$ cat config.mk
export PLATFORM = sky130hd
export DESIGN_NAME = starship_repair_bank
export DESIGN_NICKNAME = d
export VERILOG_FILES = /design/src/rtl/starship_pkg.sv /design/src/rtl/starship_repair_chan.sv /design/src/rtl/starship_repair_bank.sv
export SDC_FILE = /design/constraint.sdc
export NUM_CORES = 1
export LEC_CHECK = 0
export BUFFER_PORTS_ARGS = -buffer_cell sky130_fd_sc_hd__buf_2
export CAP_MARGIN = 10
export CORE_MARGIN = 2
export CORE_UTILIZATION = 55
export CTS_CLUSTER_DIAMETER = 30
export DETAILED_ROUTE_END_ITERATION = 10
export PLACE_DENSITY = 0.77
export SYNTH_ARGS = -nofsm -noshare
export SYNTH_HDL_FRONTEND = slang
export SYNTH_SLANG_ARGS = --single-unit
$ cat constraint.sdc
create_clock -name Clk -period 2.78 [get_ports Clk]
set_clock_uncertainty 0.2 [all_clocks]
set_input_delay 0 -clock Clk [delete_from_list [all_inputs] [get_ports Clk]]
set_output_delay 0 -clock Clk [all_outputs]
set_load 0.02 [all_outputs]
$ cat src/rtl/starship_pkg.sv
// Shared definitions for the starship repair controller: global state
// encoding and statistics width.
package starship_pkg;
  typedef logic [2:0] gstate_t;
  localparam gstate_t ST_INIT = 3'b001;
  localparam gstate_t ST_RUN  = 3'b010;
  localparam gstate_t ST_FAIL = 3'b100;
  localparam int REPAIR_CNT_W = 16;
endpackage

$ cat src/rtl/starship_repair_chan.sv
// One subsystem: broken flag, latched repair combo and deadline timer.
// The timer saturates at its last value; the top turns that into FAIL.
module starship_repair_chan #(
  parameter int COMBO_W = 4,
  parameter int TIMEOUT = 1000
) (
  input  logic               Clk,
  input  logic               Reset,
  input  logic               run,
  input  logic               clr_all,
  input  logic               brk_acc,
  input  logic               fix,
  input  logic [COMBO_W-1:0] combo_in,
  output logic               broken,
  output logic [COMBO_W-1:0] combo,
  output logic               timeout
);
  localparam int TW = $clog2(TIMEOUT);
  localparam logic [TW-1:0] T_LAST = TW'(TIMEOUT - 1);

  logic [TW-1:0] timer;

  always_ff @(posedge Clk or posedge Reset) begin
    if (Reset) begin
      broken <= 1'b0;
      combo  <= '0;
      timer  <= '0;
    end else if (clr_all) begin
      broken <= 1'b0;
      combo  <= '0;
      timer  <= '0;
    end else if (run) begin
      if (fix) begin
        broken <= 1'b0;
        timer  <= '0;
      end else if (brk_acc) begin
        broken <= 1'b1;
        combo  <= combo_in;
        timer  <= '0;
      end else if (broken && timer != T_LAST) begin
        timer <= timer + 1'b1;
      end
    end
  end

  // A fix landing on the deadline edge still saves the channel.
  assign timeout = broken & (timer == T_LAST) & ~fix;
endmodule

$ cat src/rtl/starship_repair_bank.sv
// Multi-subsystem damage/repair controller: global INIT/RUN/FAIL FSM,
// lowest-index break arbiter, submit decode, popcount and repair stats.
module starship_repair_bank
  import starship_pkg::*;
#(
  parameter int NUM_SYS = 4,
  parameter int COMBO_W = 4,
  parameter int TIMEOUT = 1000,
  localparam int SW = (NUM_SYS > 1) ? $clog2(NUM_SYS) : 1,
  localparam int CW = $clog2(NUM_SYS + 1)
) (
  input  logic                       Clk,
  input  logic                       Reset,
  input  logic                       play_flag,
  input  logic                       gameover_ctrl,
  input  logic [NUM_SYS-1:0]         break_req,
  input  logic [COMBO_W-1:0]         random_combo,
  input  logic [COMBO_W-1:0]         hex_combo,
  input  logic                       submit,
  input  logic [SW-1:0]              sel,
  input  logic [NUM_SYS-1:0]         force_fix,
  output logic                       q_init,
  output logic                       q_run,
  output logic                       q_fail,
  output logic [NUM_SYS-1:0]         broken,
  output logic [NUM_SYS*COMBO_W-1:0] repair_combo,
  output logic [CW-1:0]              broken_count,
  output logic                       repair_ok,
  output logic                       repair_bad,
  output logic                       fail_pulse,
  output logic [REPAIR_CNT_W-1:0]    repair_cnt
);
  gstate_t state, state_nxt;
  logic run, clr_all, fail, any_hit;
  logic [NUM_SYS-1:0] brk_acc, hit, fix, timeout;

  // gameover_ctrl overrides everything, including in-flight repairs.
  assign run     = (state == ST_RUN) && !gameover_ctrl;
  assign clr_all = (state == ST_INIT) || gameover_ctrl;
  assign fail    = run && (|timeout);
  assign any_hit = |hit;
  assign fix     = hit | force_fix;

  always_comb begin
    logic found;
    brk_acc = '0;
    found   = 1'b0;
    for (int i = 0; i < NUM_SYS; i++) begin
      if (break_req[i] && !broken[i] && !found) begin
        brk_acc[i] = 1'b1;
        found      = 1'b1;
      end
    end
  end

  // Out-of-range sel never matches any channel, so it decodes as a bad attempt.
  always_comb begin
    hit = '0;
    for (int i = 0; i < NUM_SYS; i++)
      hit[i] = submit && (sel == SW'(i)) && broken[i] &&
               (hex_combo == repair_combo[i*COMBO_W +: COMBO_W]);
  end

  always_comb begin
    broken_count = '0;
    for (int i = 0; i < NUM_SYS; i++)
      broken_count = broken_count + CW'(broken[i]);
  end

  generate
    for (genvar g = 0; g < NUM_SYS; g++) begin : gen_chan
      starship_repair_chan #(.COMBO_W(COMBO_W), .TIMEOUT(TIMEOUT)) u_chan (
        .Clk      (Clk),
        .Reset    (Reset),
        .run      (run),
        .clr_all  (clr_all),
        .brk_acc  (brk_acc[g]),
        .fix      (fix[g]),
        .combo_in (random_combo),
        .broken   (broken[g]),
        .combo    (repair_combo[g*COMBO_W +: COMBO_W]),
        .timeout  (timeout[g])
      );
    end
  endgenerate

  always_ff @(posedge Clk or posedge Reset) begin
    if (Reset) state <= ST_INIT;
    else       state <= state_nxt;
  end

  always_comb begin
    state_nxt = state;
    case (state)
      ST_INIT: if (!gameover_ctrl && play_flag) state_nxt = ST_RUN;
      ST_RUN: begin
        if (gameover_ctrl) state_nxt = ST_INIT;
        else if (fail)     state_nxt = ST_FAIL;
      end
      ST_FAIL: if (gameover_ctrl) state_nxt = ST_INIT;
      default: state_nxt = ST_INIT;
    endcase
  end

  always_comb begin
    q_init = state[0];
    q_run  = state[1];
    q_fail = state[2];
  end

  always_ff @(posedge Clk or posedge Reset) begin
    if (Reset) begin
      repair_ok  <= 1'b0;
      repair_bad <= 1'b0;
      fail_pulse <= 1'b0;
      repair_cnt <= '0;
    end else begin
      repair_ok  <= run && any_hit;
      repair_bad <= run && submit && !any_hit;
      fail_pulse <= fail;
      if (clr_all)
        repair_cnt <= '0;
      else if (run && any_hit && repair_cnt != {REPAIR_CNT_W{1'b1}})
        repair_cnt <= repair_cnt + 1'b1;
    end
  end
endmodule
After elaboration in Yosys (flattened, before gate mapping)
Cells that the tools add are included.
- flip-flop bits (word level): 82
- output and inout bits: 45
- logic and storage cells: 199
- add/sub/neg operators: 8
- equal/unequal tests: 26
- muxes and demuxes: 65
- bitwise logic cells: 13
- reduce and logical (&&, ||, !) cells: 70
- operators with widths (cell ; count):
    10-bit 2-to-1 mux ; 20
    4-bit 2-to-1 mux ; 16
    10-bit by 1-bit adder with 10-bit output (second input constant) ; 4
    10-bit == test (second input constant) ; 4
    10-bit inequality test (second input constant) ; 4
    16-bit 2-to-1 mux ; 2
    1-bit logical AND ; 30
    1-bit 2-to-1 mux ; 22
    16-bit by 1-bit adder with 16-bit output (second input constant) ; 1
    4-bit == test ; 4
    16-bit inequality test (second input constant) ; 1
    2-bit AND reduction ; 8
    4-bit nonzero test ; 4
    3-bit AND reduction ; 5
    3-bit 2-to-1 mux ; 4
    2-bit nonzero test ; 6
    3-bit nonzero test ; 4
    2-bit inequality test (second input constant) ; 5
    1-bit zero test ; 9
    3-bit case mux with 3 select lines ; 1
    1-bit AND ; 8
    4-bit OR reduction ; 2
    2-bit == test (second input constant) ; 2
    1-bit inverter ; 4
    12 further kinds ; 12

Longest topological paths before layout
Gate-level depths: netlist of run 1.
- word-level depth: 16
- gate-level depth with buffers: 8
- mapped depth without buffers: 7

Modules after synthesis
From an unflattened synthesis of run 1, not the netlist that was laid out.
- cells, all modules: 516
- area total of the unflattened synthesis: 4775.8 µm²
- by module, submodules not included (module ; times used ; cells each ; area an instance (µm²)):
    starship_repair_chan ; 4 ; 80 ; 779.5
    starship_repair_bank ; 1 ; 196 ; 1657.8

Worst setup path after synthesis of run 1
OpenSTA, ideal clock, no wires.
- path kind: flip-flop to flip-flop
- start: register gen_chan[3].u_chan.combo[1]
- end: register repair_cnt[4]
- setup time: 0.078 ns
- arrival: 2.072 ns
- required time: 2.502 ns
- slack: 0.429 ns
- cell stages (with the launch flop): 8
- path through: dfrtp_1 xor2_1 or3_1 nor2_2 nor4_2 buf_6 or4_1 a21oi_1
- longest elaborated chain between the ends: 6
- ends and longest elaborated chain (what ; RTL line ; source):
    from (decl) ; starship_repair_chan.sv:15 ; output logic [COMBO_W-1:0] combo,
    from (signal assigned) ; starship_repair_chan.sv:38 ; combo <= combo_in;
    4-bit == test ; starship_repair_bank.sv:61 ; (hex_combo == repair_combo[i*COMBO_W +: COMBO_W]);
    1-bit logical AND ; starship_repair_bank.sv:60 ; hit[i] = submit && (sel == SW'(i)) && broken[i] &&
    4-bit OR reduction ; starship_repair_bank.sv:41 ; assign any_hit = |hit;
    1-bit logical AND (2 in series) ; starship_repair_bank.sv:123 ; else if (run && any_hit && repair_cnt != {REPAIR_CNT_W{1'b1}})
    2-bit nonzero test (no source line) ; n/a ;
    to (signal assigned) ; starship_repair_bank.sv:124 ; repair_cnt <= repair_cnt + 1'b1;
    to (decl) ; starship_repair_bank.sv:31 ; output logic [REPAIR_CNT_W-1:0] repair_cnt
No other way between the ends.
A chain may end at the register's enable or synchronous reset.

Final worst setup path of run 1
- start: register gen_chan[3].u_chan.combo[1]
- end: register repair_bad
- longest elaborated chain between the ends: 5
- ends and longest elaborated chain (what ; RTL line ; source):
    4-bit == test ; starship_repair_bank.sv:61 ;
    1-bit logical AND ; starship_repair_bank.sv:60 ;
    4-bit OR reduction ; starship_repair_bank.sv:41 ;
    1-bit zero test ; starship_repair_bank.sv:119 ; repair_bad <= run && submit && !any_hit;
    1-bit logical AND ; starship_repair_bank.sv:119 ;
    to (signal assigned) ; starship_repair_bank.sv:119 ;
    to (decl) ; starship_repair_bank.sv:29 ; output logic repair_bad,
No other way between the ends.

==> flow_summary.toml, run 1 <==
[power]
power.leakage_uw = 0.00239
powerDensity_nw_per_um2 = 400
p_total_uw = 2200
ir_drop_v = 0.000219

[clock_tree]
htreeDepth = 3
clk_latency_ns = 0.36
cts_setup_buffers = 0
cts_tree = "built"
cts_root_buf = "clkbuf_8"
numCtsBuffers = 9
clockBufferDepth = 2
clk_pin_slew_ns = 0.08
cts_sinks = 82

[timing]
worst_pin_slew_ns = 0.873
period_needed_ns = 2.59
slew_viol_final = 0
max_freq_mhz = 386
fin_setup_tns_ns = 0
hold_violations = 0
max_slew_margin_pct = 41.3
rsz0062_at_grt = "false"
setup_violations = 0
finalCritPeriodShare_pct = 93.1
setup_ws_ns = 0.191

[routing]
antenna_left = 0
wire_per_inst_um = 16.4
routed_wl_um = 11400
first_iter_violations = 225
drc = 0
drt_pass1_iterations = 5
num_vias = 4157
routed_via_density = 5.97

[critical_path]
crit_fanout = 32
path_class = "flip-flop to flip-flop"
setup.worst_path.end_class = "flip-flop"
worstPathRequired_ns = 2.82
crit_path_start_kind = "flip-flop"
crit_arrival_ns = 2.63

[synthesis]
synth.distinct_cells = 60
synth_nets = 531
yosys_warnings = 0
synth.avg_cell_area_um2 = 9.35
async_flop_share_pct = 100
syn_inst = 500
synth-main-ff-cell = "dfrtp_1"
synth.ff_latch_count = 82
synth_edf_count = 0
synth-seq-area-share_pct = 43.9
syn-cell-area_um2 = 4680

[floorplanning]
core_um2 = 8220
fp.dieH_um = 96.2
start_util_pct = 56.9
die_w_um = 96.2
io_pins = 68
die_area_um2 = 9260
rows = 33

[layout]
drive_gt1_share_pct = 19.7
finalNonFillerCells = 696
area_growth_pct = 17.5
final_nets = 617
n_fill_cell = 672

[global_routing]
grt-ovfl-total = 0
grt_antenna_before_repair = 0
grt.total_usage_pct = 25.9
grt_pass1_vias = 3850
grt_pass1_wl_um = 18700
grt_max_degree = 45

[hold_path]
hold_class = "input pin to flip-flop"

[place]
port_buffers = 67
place_inst = 664
dpl.hpwl_um = 8280
gp_congestion = 0.902
pre_cts_slack_ns = 0.298

[outcome]
outcome = "finished, final reports clean"

[job]
maxCapViolations = 0
layout make-up:
cell class              instances  area, µm²  share of cell area (%)
diodes                          1       2.50                  0.0455
clock buffers                  11        141                    2.57
clock inverters                 4       28.8                   0.524
inverters                      17       65.1                    1.18
multi-input cells             376       2440                    44.4
flip-flops and latches         82       2050                    37.4
well taps                     105        131                    2.39
repair buffers                100        636                    11.6
per-stage QoR:
stage / hold slack, ns / utilization [%] / area (µm²)
floorplan: -0.0468 / - / 4680
global placement: -0.0724 / 62.8 / 5160
detailed placement: -0.0721 / 62.8 / 5160
CTS: 0.0611 / 66.9 / 5490
global route: 0.105 / 66.9 / 5490
finish: 0.0634 / 66.9 / 5500
registers in the layout, indices dropped and copies added (netlist names):
name,cells
gen_chan.u_chan.broken,4
repair_ok,1
fail_pulse,1
gen_chan.u_chan.timer,40
state,3
gen_chan.u_chan.combo,16
repair_cnt,16
repair_bad,1
critical path: stages (launching register included):
cell and delay [ns]:
dfrtp_1 0.40, xor2_1 0.16, or3_1 0.40, nor2_2 0.26, nor4_4 0.07, buf_4 0.23
and3_1 0.20, dlygate4sd3_1 0.54
kinds of logic (layout without fill, tap and decap cells):
| logic type | after synthesis | in the layout | synth area share (%) |
|---|---|---|---|
| AOI/OAI and AO/OA | 68 | 68 | 9.26 |
| xor gates and xnor gates | 42 | 42 | 7.87 |
| adders and majority gates | 8 | 8 | 2.30 |
| buffers and inverters | 42 | 132 | 4.15 |
| DFF | 82 | 82 | 43.9 |
| muxes | 18 | 18 | 3.85 |
| other | 0 | 1 | 0 |
| and+or+nand+nor | 240 | 240 | 28.7 |
power breakdown:
group	switching, µW	internal [µW]
Clock	438	344
Sequential	5.64	1200
Combinational	136	77.5
Total	580	1620
final timing paths:
| path | startpoint | endpoint | slack [ns] | cells past startpoint |
|---|---|---|---|---|
| setup reg to reg | gen_chan[3].u_chan.combo[1]$_DFFE_PP0P_ | repair_bad$_DFF_PP0_ | 0.19 | 7 |
| hold reg to reg | gen_chan[3].u_chan.timer[8]$_DFFE_PP0P_ | gen_chan[3].u_chan.timer[8]$_DFFE_PP0P_ | 0.29 | 1 |
| setup / recovery | gen_chan[3].u_chan.combo[1]$_DFFE_PP0P_ | repair_bad$_DFF_PP0_ | 0.19 | 7 |
| min in group asynchronous | Reset | gen_chan[1].u_chan.timer[6]$_DFFE_PP0P_ | 0.07 | 3 |
| max in group asynchronous | Reset | state[0]$_DFFE_PP1P_ | 1.60 | 4 |
| hold / removal | break_req[2] | gen_chan[2].u_chan.broken$_DFFE_PP0P_ | 0.06 | 6 |
routing by layer:
layer / part of all wire (%) / track usage, % / vias up
met5: 0 / 0 / -
met1: 43 / 35.2 / 2043
li1: - / - / 1958
met3: 5.6 / 4.46 / 27
met2: 48 / 41.0 / 129
met4: 2.6 / 10.4 / 0
timing repair:
action                    CTS  global route
hold buffers               16             0
hold endpoints to repair   74             0
resized for setup           0             0
synthesized netlist by cell type, drive strengths merged, types with 4 or more instances:
cell    count  area (µm²)
nor4       11        87.6
xor2       26         228
buf         9        63.8
nor2b       4        25.0
and3       19         119
xnor2      16         140
ha          7        87.6
nand3      36         180
inv        17        63.8
and2        4        25.0
and4        5        43.8
nor3       11        60.1
a21oi      19        95.1
clkbuf     16        66.3
nand2      31         116
nand4      14        87.6
a31oi       5        31.3
nor2       58         233
or3        14        87.6
nand2b     10        65.1
o31ai       8        60.1
o21ai      16        80.1
dfrtp      81        2030
mux2i      18         180
or4         9        71.3
o22ai       5        31.3
nor4b       4        50.1
layout by cell type (no fill, tap or decap), drive strengths merged, types with 4 or more instances in the layout:
| cell | Yosys | final |
|---|---|---|
| a21oi | 19 | 19 |
| a31oi | 5 | 5 |
| and2 | 4 | 4 |
| and3 | 19 | 19 |
| and4 | 5 | 5 |
| buf | 9 | 84 |
| clkbuf | 16 | 11 |
| dfrtp | 81 | 81 |
| dlygate4sd3 | 0 | 16 |
| ha | 7 | 7 |
| inv | 17 | 16 |
| mux2i | 18 | 18 |
| nand2 | 31 | 31 |
| nand2b | 10 | 10 |
| nand3 | 36 | 36 |
| nand4 | 14 | 14 |
| nor2 | 58 | 58 |
| nor2b | 4 | 4 |
| nor3 | 11 | 11 |
| nor4 | 11 | 11 |
| nor4b | 4 | 4 |
| o21ai | 16 | 16 |
| o22ai | 5 | 5 |
| o31ai | 8 | 8 |
| or3 | 14 | 14 |
| or4 | 9 | 9 |
| xnor2 | 16 | 16 |
| xor2 | 26 | 26 |
No activity file was read; power rests on OpenSTA's default activity.
==> inputs of run 2 (changes only) <==
SETUP_SLACK_MARGIN = 0.2   (was not set)
SLEW_MARGIN = 20   (was not set)
==> flow_summary.toml, run 2 (same netlist as run 1, synthesis figures left out) <==
[critical_path]
cpPeakStageDelay_ns = 0.71
crit_path_start_kind = "flip-flop"
critPathBufInv = 1
crit_fanout = 9
path_cells = "or3b_1, buf_4, nor4_2, mux2i_1, nor2_1"
worstPathRequired_ns = 2.82
setup.worst_path.end_class = "flip-flop"
crit_arrival_ns = 2.50
critPathSlowestCell = "nor4_2"
path_delay_family = "simple AND/OR/NAND/NOR gates"
path_class = "flip-flop to flip-flop"

[routing]
first_iter_violations = 261
drc = 0
antenna_left = 0
wire_per_inst_um = 16.3
drt_pass1_iterations = 5
num_vias = 4147
routed_wl_um = 11300
routed_via_density = 5.97

[power]
seq_power_share_pct = 54.6
p_total_uw = 2200
pwr-share-comb_pct = 9.7
ir_drop_v = 0.000218
power.leakage_uw = 0.00238
pwr-share-clk_pct = 35.6
p_int_uw = 1620
switchingPower_uw = 581
sw_frac_of_total_pct = 26.4
powerDensity_nw_per_um2 = 400

[layout]
layout_common_cells = "dfrtp_1 (81), buf_2 (67), nor2_1 (54)"
drive_gt1_share_pct = 19.9
area_growth_pct = 17.6
largest_registers = "gen_chan.u_chan.timer: 40 flops, gen_chan.u_chan.combo: 16 flops, repair_cnt: 16 flops"
final_nets = 616
layout_commonest_cell = "dfrtp_1"
regMostFlops = "gen_chan.u_chan.timer"
largest_register_ffs = 40

[place]
dpl.hpwl_um = 8280
pre_cts_slack_ns = 0.298
port_buffers = 67
gp_congestion = 0.902

[clock_tree]
cts_tree = "built"
clockBufferDepth = 2
numCtsBuffers = 9
cts_root_buf = "clkbuf_8"
clk_latency_ns = 0.36
htreeDepth = 3
clk_pin_slew_ns = 0.08
cts_sinks = 82

[floorplanning]
rows = 33
core_um2 = 8220
io_pins = 68
die_w_um = 96.2
start_util_pct = 56.9
die_area_um2 = 9260
fp.dieH_um = 96.2

[timing]
worst_pin_slew_ns = 0.860
fin_setup_tns_ns = 0
hold_violations = 0
finalCritPeriodShare_pct = 88.3
period_needed_ns = 2.46
max_freq_mhz = 407
setup_ws_ns = 0.325
setup_violations = 0
max_slew_margin_pct = 42.2
rsz0062_at_grt = "true"
slew_viol_final = 0

[job]
maxCapViolations = 0

[hold_path]
hold_class = "input pin to flip-flop"

[outcome]
outcome = "finished, final reports clean"

[global_routing]
grt_max_degree = 45
grt-ovfl-total = 0
grt_pass1_wl_um = 18600
grt_antenna_before_repair = 0
grt.total_usage_pct = 25.8
grt_pass1_vias = 3851
[run 2: cell count changes in the layout (fill, tap and decap cells not counted)]
cell / change
nor2_2: -2
nor2_4: +2
dlygate4sd3_1: -1
nand2_1: -1
nand2_2: +1
[run 2: tightest hold or removal path, cell delays in order]
cell	delay (ns)
buf_2	0.12
nand4_1	0.12
nor4_2	0.05
buf_4	0.15
nand2_1	0.06
o21ai_0	0.07
[run 2: repair_timing]
action | in CTS | in global routing
setup buffers | 0 | 0
hold endpoints to repair | 74 | 0
gates resized for setup | 0 | 3
hold buffers | 15 | 0
setup endpoints to repair | 0 | 5
[run 2: area by class of cell]
class	count	area [µm²]
repair buffers	99	626
flip-flops and latches	82	2050
inverters	17	65.1
clock buffers	11	141
well taps	105	131
multi-input cells	376	2450
fillers	666	2720
diodes	1	2.50
clock inverters	4	28.8
[run 2: routing by layer]
layer / wire, µm / track usage (%) / up-vias
met2: 5460 / 41.0 / 138
li1: - / - / 1957
met3: 639 / 4.46 / 29
met5: 0 / 0 / -
met4: 307 / 10.4 / 0
met1: 4930 / 35.2 / 2023
[run 2: per-stage QoR]
stage | utilization, % | hold WS [ns] | instances | instance area, µm²
detailed placement | 62.8 | -0.0721 | 664 | 5160
global route | 66.9 | 0.105 | 694 | 5500
floorplan | - | -0.0468 | 500 | 4680
finish | 66.9 | 0.0609 | 695 | 5500
CTS | 66.7 | 0.0611 | 694 | 5480
global placement | 62.8 | -0.0724 | 664 | 5160
[run 2: power by group through the flow]
stage	clock network [µW]	registers (µW)	logic, µW
2_1_floorplan	0	1230	117
6_report	783	1200	214
5_1_grt	837	1200	235
3_3_place_gp	0	1220	193
4_1_cts	790	1200	213
3_5_place_dp	0	1220	196
[run 2: worst paths after layout]
| check | start | depth (start not counted) | end | slack, ns |
|---|---|---|---|---|
| min in group asynchronous | Reset | 3 | gen_chan[1].u_chan.timer[6]$_DFFE_PP0P_ | 0.07 |
| min reg2reg | gen_chan[3].u_chan.timer[8]$_DFFE_PP0P_ | 1 | gen_chan[3].u_chan.timer[8]$_DFFE_PP0P_ | 0.29 |
| max | state[2]$_DFFE_PP0P_ | 5 | gen_chan[3].u_chan.combo[1]$_DFFE_PP0P_ | 0.32 |
| max in group asynchronous | Reset | 4 | state[0]$_DFFE_PP1P_ | 1.60 |
| min | break_req[2] | 6 | gen_chan[2].u_chan.broken$_DFFE_PP0P_ | 0.06 |
| max reg2reg | state[2]$_DFFE_PP0P_ | 5 | gen_chan[3].u_chan.combo[1]$_DFFE_PP0P_ | 0.32 |
